`src/rtl/seven_seg_pkg.sv`:
```
// Shared types and constants for the 7-segment scan controller.
package seven_seg_pkg;

  typedef enum logic [1:0] {
    S_LOAD,
    S_SHOW,
    S_BLANK
  } scan_state_e;

  // Active-low segment lines: all ones is a dark digit.
  localparam logic [6:0] SEG_OFF = 7'h7F;

endpackage

```
`src/rtl/Binary_To_7Segment.sv`:
```
// Registered hex-to-7-segment decoder with active-low outputs; not reset.
module Binary_To_7Segment (
  input  logic       i_Clk,
  input  logic [3:0] i_Binary_Num,
  output logic       o_Segment_A,
  output logic       o_Segment_B,
  output logic       o_Segment_C,
  output logic       o_Segment_D,
  output logic       o_Segment_E,
  output logic       o_Segment_F,
  output logic       o_Segment_G
);

  // Bit order {A,B,C,D,E,F,G}, 0 = segment lit.
  logic [6:0] seg_q;

  always_ff @(posedge i_Clk) begin
    case (i_Binary_Num)
      4'h0:    seg_q <= 7'h01;
      4'h1:    seg_q <= 7'h4F;
      4'h2:    seg_q <= 7'h12;
      4'h3:    seg_q <= 7'h06;
      4'h4:    seg_q <= 7'h4C;
      4'h5:    seg_q <= 7'h24;
      4'h6:    seg_q <= 7'h20;
      4'h7:    seg_q <= 7'h0F;
      4'h8:    seg_q <= 7'h00;
      4'h9:    seg_q <= 7'h04;
      4'hA:    seg_q <= 7'h08;
      4'hB:    seg_q <= 7'h60;
      4'hC:    seg_q <= 7'h31;
      4'hD:    seg_q <= 7'h42;
      4'hE:    seg_q <= 7'h30;
      default: seg_q <= 7'h38;
    endcase
  end

  assign {o_Segment_A, o_Segment_B, o_Segment_C, o_Segment_D,
          o_Segment_E, o_Segment_F, o_Segment_G} = seg_q;

endmodule

```
`src/rtl/seven_seg_scan_ctrl.sv`:
```
// Time-multiplexed 7-segment scan controller with a double-buffered digit bank
// that is committed once per frame.
module seven_seg_scan_ctrl
  import seven_seg_pkg::*;
#(
  parameter int unsigned NUM_DIGITS   = 4,
  parameter int unsigned DWELL_CYCLES = 25000,
  parameter int unsigned BLANK_CYCLES = 16
) (
  input  logic                          i_Clk,
  input  logic                          i_Rst_L,
  input  logic                          i_Wr_Valid,
  input  logic [$clog2(NUM_DIGITS)-1:0] i_Wr_Digit,
  input  logic [3:0]                    i_Wr_Data,
  output logic                          o_Wr_Ready,
  input  logic [NUM_DIGITS-1:0]         i_Blank_Mask,
  output logic                          o_Segment_A,
  output logic                          o_Segment_B,
  output logic                          o_Segment_C,
  output logic                          o_Segment_D,
  output logic                          o_Segment_E,
  output logic                          o_Segment_F,
  output logic                          o_Segment_G,
  output logic [NUM_DIGITS-1:0]         o_Digit_En,
  output logic                          o_Frame_Start
);

  localparam int unsigned IdxW   = $clog2(NUM_DIGITS);
  localparam int unsigned MaxCnt = (DWELL_CYCLES > BLANK_CYCLES) ? DWELL_CYCLES : BLANK_CYCLES;
  localparam int unsigned CntW   = $clog2(MaxCnt + 1);
  localparam logic [IdxW-1:0] LastIdx = IdxW'(NUM_DIGITS - 1);

  scan_state_e     state_q, state_d;
  logic [IdxW-1:0] idx_q, idx_d;
  logic [CntW-1:0] cnt_q, cnt_d;
  logic            started_q;
  logic [3:0]      shadow_q [NUM_DIGITS];
  logic [3:0]      active_q [NUM_DIGITS];

  logic [NUM_DIGITS-1:0] digit_en_q, digit_en_d;
  logic                  lit_q, lit_d;
  logic                  wr_ready_q;
  logic                  frame_start_q;
  logic                  commit, commit_next, accept, in_range;
  logic [6:0]            dec_seg;

  always_comb begin
    state_d = state_q;
    idx_d   = idx_q;
    cnt_d   = cnt_q;
    // First cycle out of reset enters digit 0's load slot.
    if (!started_q) begin
      state_d = S_LOAD;
      idx_d   = '0;
    end else begin
      unique case (state_q)
        S_LOAD: begin
          state_d = S_SHOW;
          cnt_d   = CntW'(DWELL_CYCLES - 1);
        end
        S_SHOW: begin
          if (cnt_q == '0) begin
            state_d = S_BLANK;
            cnt_d   = CntW'(BLANK_CYCLES - 1);
          end else begin
            cnt_d = cnt_q - CntW'(1);
          end
        end
        S_BLANK: begin
          if (cnt_q == '0) begin
            state_d = S_LOAD;
            idx_d   = (idx_q == LastIdx) ? '0 : idx_q + IdxW'(1);
          end else begin
            cnt_d = cnt_q - CntW'(1);
          end
        end
        default: state_d = S_LOAD;
      endcase
    end
  end

  assign commit      = started_q && (state_q == S_BLANK) && (cnt_q == '0) && (idx_q == LastIdx);
  assign commit_next = (state_d == S_BLANK) && (cnt_d == '0) && (idx_d == LastIdx);
  assign accept      = i_Wr_Valid && wr_ready_q;
  assign in_range    = 32'(i_Wr_Digit) < NUM_DIGITS;
  assign lit_d       = (state_d == S_SHOW) && !i_Blank_Mask[idx_d];
  assign digit_en_d  = lit_d ? (NUM_DIGITS'(1) << idx_d) : '0;

  always_ff @(posedge i_Clk) begin
    if (!i_Rst_L) begin
      state_q       <= S_LOAD;
      idx_q         <= '0;
      cnt_q         <= '0;
      started_q     <= 1'b0;
      digit_en_q    <= '0;
      lit_q         <= 1'b0;
      wr_ready_q    <= 1'b0;
      frame_start_q <= 1'b0;
      for (int i = 0; i < NUM_DIGITS; i++) begin
        shadow_q[i] <= '0;
        active_q[i] <= '0;
      end
    end else begin
      state_q       <= state_d;
      idx_q         <= idx_d;
      cnt_q         <= cnt_d;
      started_q     <= 1'b1;
      digit_en_q    <= digit_en_d;
      lit_q         <= lit_d;
      wr_ready_q    <= !commit_next;
      frame_start_q <= (state_d == S_LOAD) && (idx_d == '0);
      if (accept && in_range) begin
        shadow_q[i_Wr_Digit] <= i_Wr_Data;
      end
      if (commit) begin
        active_q <= shadow_q;
      end
    end
  end

  // The decoder register absorbs its latency during S_LOAD.
  Binary_To_7Segment u_decoder (
    .i_Clk        (i_Clk),
    .i_Binary_Num (active_q[idx_q]),
    .o_Segment_A  (dec_seg[6]),
    .o_Segment_B  (dec_seg[5]),
    .o_Segment_C  (dec_seg[4]),
    .o_Segment_D  (dec_seg[3]),
    .o_Segment_E  (dec_seg[2]),
    .o_Segment_F  (dec_seg[1]),
    .o_Segment_G  (dec_seg[0])
  );

  assign {o_Segment_A, o_Segment_B, o_Segment_C, o_Segment_D,
          o_Segment_E, o_Segment_F, o_Segment_G} = lit_q ? dec_seg : SEG_OFF;

  assign o_Digit_En    = digit_en_q;
  assign o_Wr_Ready    = wr_ready_q;
  assign o_Frame_Start = frame_start_q;

endmodule
```
`config.mk`:
```
export PLATFORM = sky130hd
export DESIGN_NAME = seven_seg_scan_ctrl
export DESIGN_NICKNAME = d
export VERILOG_FILES = /design/src/rtl/seven_seg_pkg.sv /design/src/rtl/Binary_To_7Segment.sv /design/src/rtl/seven_seg_scan_ctrl.sv
export SDC_FILE = /design/constraint.sdc
export NUM_CORES = 1
export LEC_CHECK = 0
export CORE_UTILIZATION = 48
export DETAILED_ROUTE_END_ITERATION = 8
export GPL_ROUTABILITY_DRIVEN = 0
export GPL_TIMING_DRIVEN = 0
export PLACE_DENSITY = 0.68
export SYNTH_ARGS = -nofsm -noshare
export SYNTH_HDL_FRONTEND = slang
export SYNTH_SLANG_ARGS = --single-unit
```
`constraint.sdc`:
```
create_clock -name i_Clk -period 6.3 [get_ports i_Clk]
set_input_delay 1.89 -clock i_Clk [delete_from_list [all_inputs] [get_ports i_Clk]]
set_output_delay 1.89 -clock i_Clk [all_outputs]
set_load 0.01 [all_outputs]
```
* Word level (Yosys, flattened, before mapping) *
Memory sizes are Yosys's and may differ from the RTL's. A register that Yosys moved wholly into a read port is not among the register bits.
Index checks and enable logic that the tools add are counted.

word-level totals
  output and inout port bits = 13
  memories = 1
  ROM bits = 112
  input port bits = 13
  register bits = 59
  logic and storage cells = 71

memories
  memory           depth  width  read ports  clocked after memory_dff  write ports  RTL line                  source
  (no name shown)  16     7      1           1                         0            Binary_To_7Segment.sv:18  case (i_Binary_Num)

cells by class
  bitwise operators = 2
  eq/ne operators = 6
  multiplexer cells = 22
  reduce and logical (&&, ||, !) cells = 17
  order comparisons = 4
  shift-type cells = 1
  add/subtract/negate cells = 2

operators by type and width
  cell                   count
  $mux 15                3
  $pmux 15 s3            1
  $logic_not 15->1       2
  $bwmux 16              1
  $sub 15x1->15 const B  1
  $mux 2                 7
  $mux 4                 3
  $logic_and 1x1->1      9
  $bmux 4 s2             1
  $demux 4 s2            1
  $eq 2x2->1 const B     4
  $mux 7                 1
  $ge 3x3->1 const B     2
  $logic_not 2->1        3
  $not 2->3              2
  $pmux 2 s3             1
  $eq 2x1->1 const B     2
  $shl 1x2->4 const A    1
  $lt 2x3->1 const B     1
  $lt 3x1->1 const B     1
  $add 2x1->2 const B    1
  $bmux 1 s2             1
  $logic_not 1->1        2
  $mux 1                 2
  $reduce_and 2->1       1

* Depth between registers and ports, before layout *
  word-level depth = 10
  depth in mapped cells = 12

* Cells and area by module *
A second synthesis with hierarchy kept.

second synthesis, totals
  cell total of the unflattened synthesis = 374
  area, all modules = 3,264.4 um^2

modules (own cells, without submodules)
  module               sequential area each (um^2)  area an instance (um^2)  cells each  times used
  seven_seg_scan_ctrl  1,181.1                      2,865.2                  332         1
  Binary_To_7Segment   140.1                        399.1                    42          1

* Worst setup path after synthesis *
Ideal clock, no wire load.

  kind = input to register
  start point = input port i_Rst_L
  end point = register digit_en_q[2] (netlist: o_Digit_En[2])
  path slack = 3,484 ps
  library setup time = 78 ps
  arrival = 2,739 ps
  cell stages on the path = 5
  required time = 6,222 ps
  cells stage by stage = clkbuf_1 -> inv_2 -> a211oi_1 -> nand2_1 -> nor3_1

on the way
  word-level cells in the longest chain between the ends = 1

RTL lines
  element                     RTL line                    source
  start: declaration          seven_seg_scan_ctrl.sv:11   input logic i_Rst_L,
  $reduce_and 2->1 (no line)  -
  end signal: assignment      seven_seg_scan_ctrl.sv:108  digit_en_q <= digit_en_d;
  end: declaration            seven_seg_scan_ctrl.sv:40   logic [NUM_DIGITS-1:0] digit_en_q, digit_en_d;

Every way passes these cells.
A chain may end at the register's enable or synchronous reset.

* Worst setup path after layout *
  start point = input port i_Rst_L
  end point = register digit_en_q[3] (netlist: o_Digit_En[3])

Same word-level chain as after synthesis.

==> impl_metrics.toml <==
[synthesis]
ys_seq_area_frac = 0.4024
avgSynthCellArea_um2 = 8.755
netlist_top_cells_area = "dfxtp_1 (40%), nand2_1 (6.4%), mux2i_1 (5.5%), a21oi_1 (4.4%), nor2_1 (3.7%)"
synthDistinctLibCells = 60
async_reset_ff_frac = 0
synth-edff-count = 0
syn_nets = 397
synth_area_um2 = 3283
syn_inst = 375
synth_top_area_frac = 0.4024
synth_flop_cell = "dfxtp_1"
yosys_warnings = 0
yosys.area.top_type = "dfxtp_1"
ys_seq_elements = 66

[layout]
fillers = 620
layout_common_cells = "dfxtp_1 (66), nand2_1 (56), nor2_1 (32)"
fin_util = 0.5934
area_delta_synth_final_pct = 16.73
finalNonFillerCells = 493
final_nets = 433
regArea_um2 = 1321
layout-drive-gt1-share = 0.1250
final_area_um2 = 3832
multiInputGateArea_um2 = 1832
final_common_cell = "dfxtp_1"
num_antenna_cells = 0

[timing]
finalCritPeriodShare = 0.5344
slew_headroom = 0.4571
setup_tns_ps = 0
tightest_slew_ps = 808.1
hold_viol = 0
rsz0062_at_grt = "no"
slew_violations = 0
worst_clock_skew_ps = 10.15
max_freq_mhz = 297.0
setup_viol = 0
fin_crit_ps = 3367

[setup_path]
worst_path_max_delay_cell = "clkdlybuf4s50_1"
cp_top_family = "buffers and inverters"
path_buf_inv = 3
critPathKind = "input pin to flip-flop"
crit_fanout = 9
end_kind = "flip-flop"
path_cells = "clkdlybuf4s50_1, clkbuf_1, inv_2, a211oi_1, nand2_1, nor3_1"
crit_required_ps = 6570
crit_path_start_kind = "input pin"
arrival_ps = 3640
slowest_delay_ps = 470

[detailed_routing]
wl_per_cell_um = 14.97
route.met2.wl_um = 3102
dr.pass1.iters = 6
drt_wl_total_um = 7381
drt-vias-per-instance = 5.706
drt-met1-wl_um = 3741
highest_layer = "met4"
remaining_drc_errors = 0
ant_nets = 0
wl_met3_um = 366
dr_total_vias = 2813
drtIter0Drc = 171

[die]
die_area_um2 = 7175
die_w_um = 84.71
start_util = 0.5083
die_h_um = 84.71
rows = 29
core_um2 = 6459
ios = 26

[global_routing]
grtUsageTotal = 0.2209
grt.overflow.total = 0
grt_pass1_vias = 2558
grt_first_pass_wirelength_um = 12290
antenna_found_initial = 0
grt_max_degree = 13

[pwr]
p_int_mw = 0.6626
swShare = 0.2621
ir_worst_vdd_v = 0.0001382
power_frac_seq = 0.487
p_leak_nw = 1.410
p_sw_mw = 0.2353
power_mw = 0.8979
combPwrFrac = 0.107
clockPowerShare = 0.405
powerDensity_nw_per_um2 = 234.3

[clock_network]
clk_path_buf_depth = 2
cts_tree = "built"
clkTransAtPathRegs_ps = 70
numCtsBuffers = 9
clk_latency_ps = 350
post_cts_buffers = 0
clockRootBuffer = "clkbuf_8"
htreeDepth = 3
cts_hold_buf = 0
cts.sinks = 66
ctsResizeCount = 0

[place]
placedCellCount = 477
placed_cell_area_um2 = 3630
port_buffers = 25
dp_hpwl_um = 5441

[worst_hold_path]
hold_class = "flip-flop to flip-flop"

[outcome]
status = "complete, no violations"

[flow_run]
drv_cap = 0
-- state kept, by name (all words and copies together), names as in the netlist --
register,flops
u_decoder.seg_q,7
shadow_q,16
cnt_q,15
o_Frame_Start,1
started_q,1
lit_q,1
o_Wr_Ready,1
active_q,16
state_q,2
idx_q,2
o_Digit_En,4
-- power groups by stage --
stage,Sequential (mW),Combinational (mW),Clock [mW]
after global placement,0.447,0.0944,0
final,0.437,0.0965,0.364
after detailed placement,0.447,0.0950,0
after global routing,0.438,0.106,0.390
after CTS,0.437,0.0955,0.372
after floorplan,0.445,0.0636,0
-- cell usage after synthesis (2+ instances only) --
library cell  instances
inv_2                 2
o311ai_0              2
mux2i_1              18
buf_2                 5
or2_2                 2
nor2_1               32
a21oi_1              29
clkbuf_1             10
mux4_2                4
o21ai_0              14
nor4_2                2
mux2_2                2
buf_6                 3
o21ai_1               5
nor2b_1               6
dfxtp_1              66
nand2_1              56
a41oi_1               2
a21boi_1              3
inv_1                 5
nand4_1               5
nor4_1                5
and4_1                3
and2_1                7
nor3_4                2
nor3_1               15
nand3_1               6
nand2b_1             12
o21a_1                6
a31oi_1               6
ha_1                  9
a211oi_1              3
-- routing by layer --
| layer | global-route usage | vias to the layer above |
|---|---|---|
| li1 | - | 1413 |
| met1 | 0.2985 | 1311 |
| met2 | 0.3311 | 73 |
| met3 | 0.06195 | 16 |
| met4 | 0.09399 | 0 |
| met5 | 0 | - |
-- through the flow --
stage                     worst slack, ps  hold slack [ps]
final                                2933            453.1
after floorplan                      3484            428.6
after CTS                            2915            454.0
after detailed placement             2534            445.7
after global placement               2560            435.7
after global routing                 2736            469.4
-- tightest hold or removal path: stages, from the launching register on --
cell and delay, ps:
dfxtp_1 310, nand2_1 50, a21oi_1 50
-- final cells by class --
class / instances / share of cell area
repair buffers: 25 / 0.06530
inverters: 7 / 0.006856
multi-input cells: 283 / 0.4780
plain buffers: 19 / 0.02710
clock inverters: 6 / 0.01698
well taps: 77 / 0.02514
clock buffers: 10 / 0.03591
flip-flops and latches: 66 / 0.3448
-- logic make-up (layout without fill, tap and decap cells) --
| kind of cell | Yosys count | in the layout | share of synthesized area |
|---|---|---|---|
| AND/OR/NAND/NOR | 165 | 165 | 0.2656 |
| AO/OA/AOI/OAI | 84 | 84 | 0.1662 |
| flip-flops | 66 | 66 | 0.4024 |
| buffers and inverters | 26 | 67 | 0.03964 |
| multiplexers | 24 | 24 | 0.08918 |
| adder cells (fa/ha/maj) | 9 | 9 | 0.03430 |
| XOR/XNOR | 1 | 1 | 0.002668 |
-- worst paths after layout --
check                             startpoint             to  slack [ps]  cells past startpoint
worst max-delay path                 i_Rst_L  o_Digit_En[3]        2930                      6
worst min-delay path            active_q[11]   active_q[11]         450                      2
worst max register to register      cnt_q[1]     o_Wr_Ready        3490                     11
worst min register to register  active_q[11]   active_q[11]         450                      2
(Power assumes the default switching activity.)
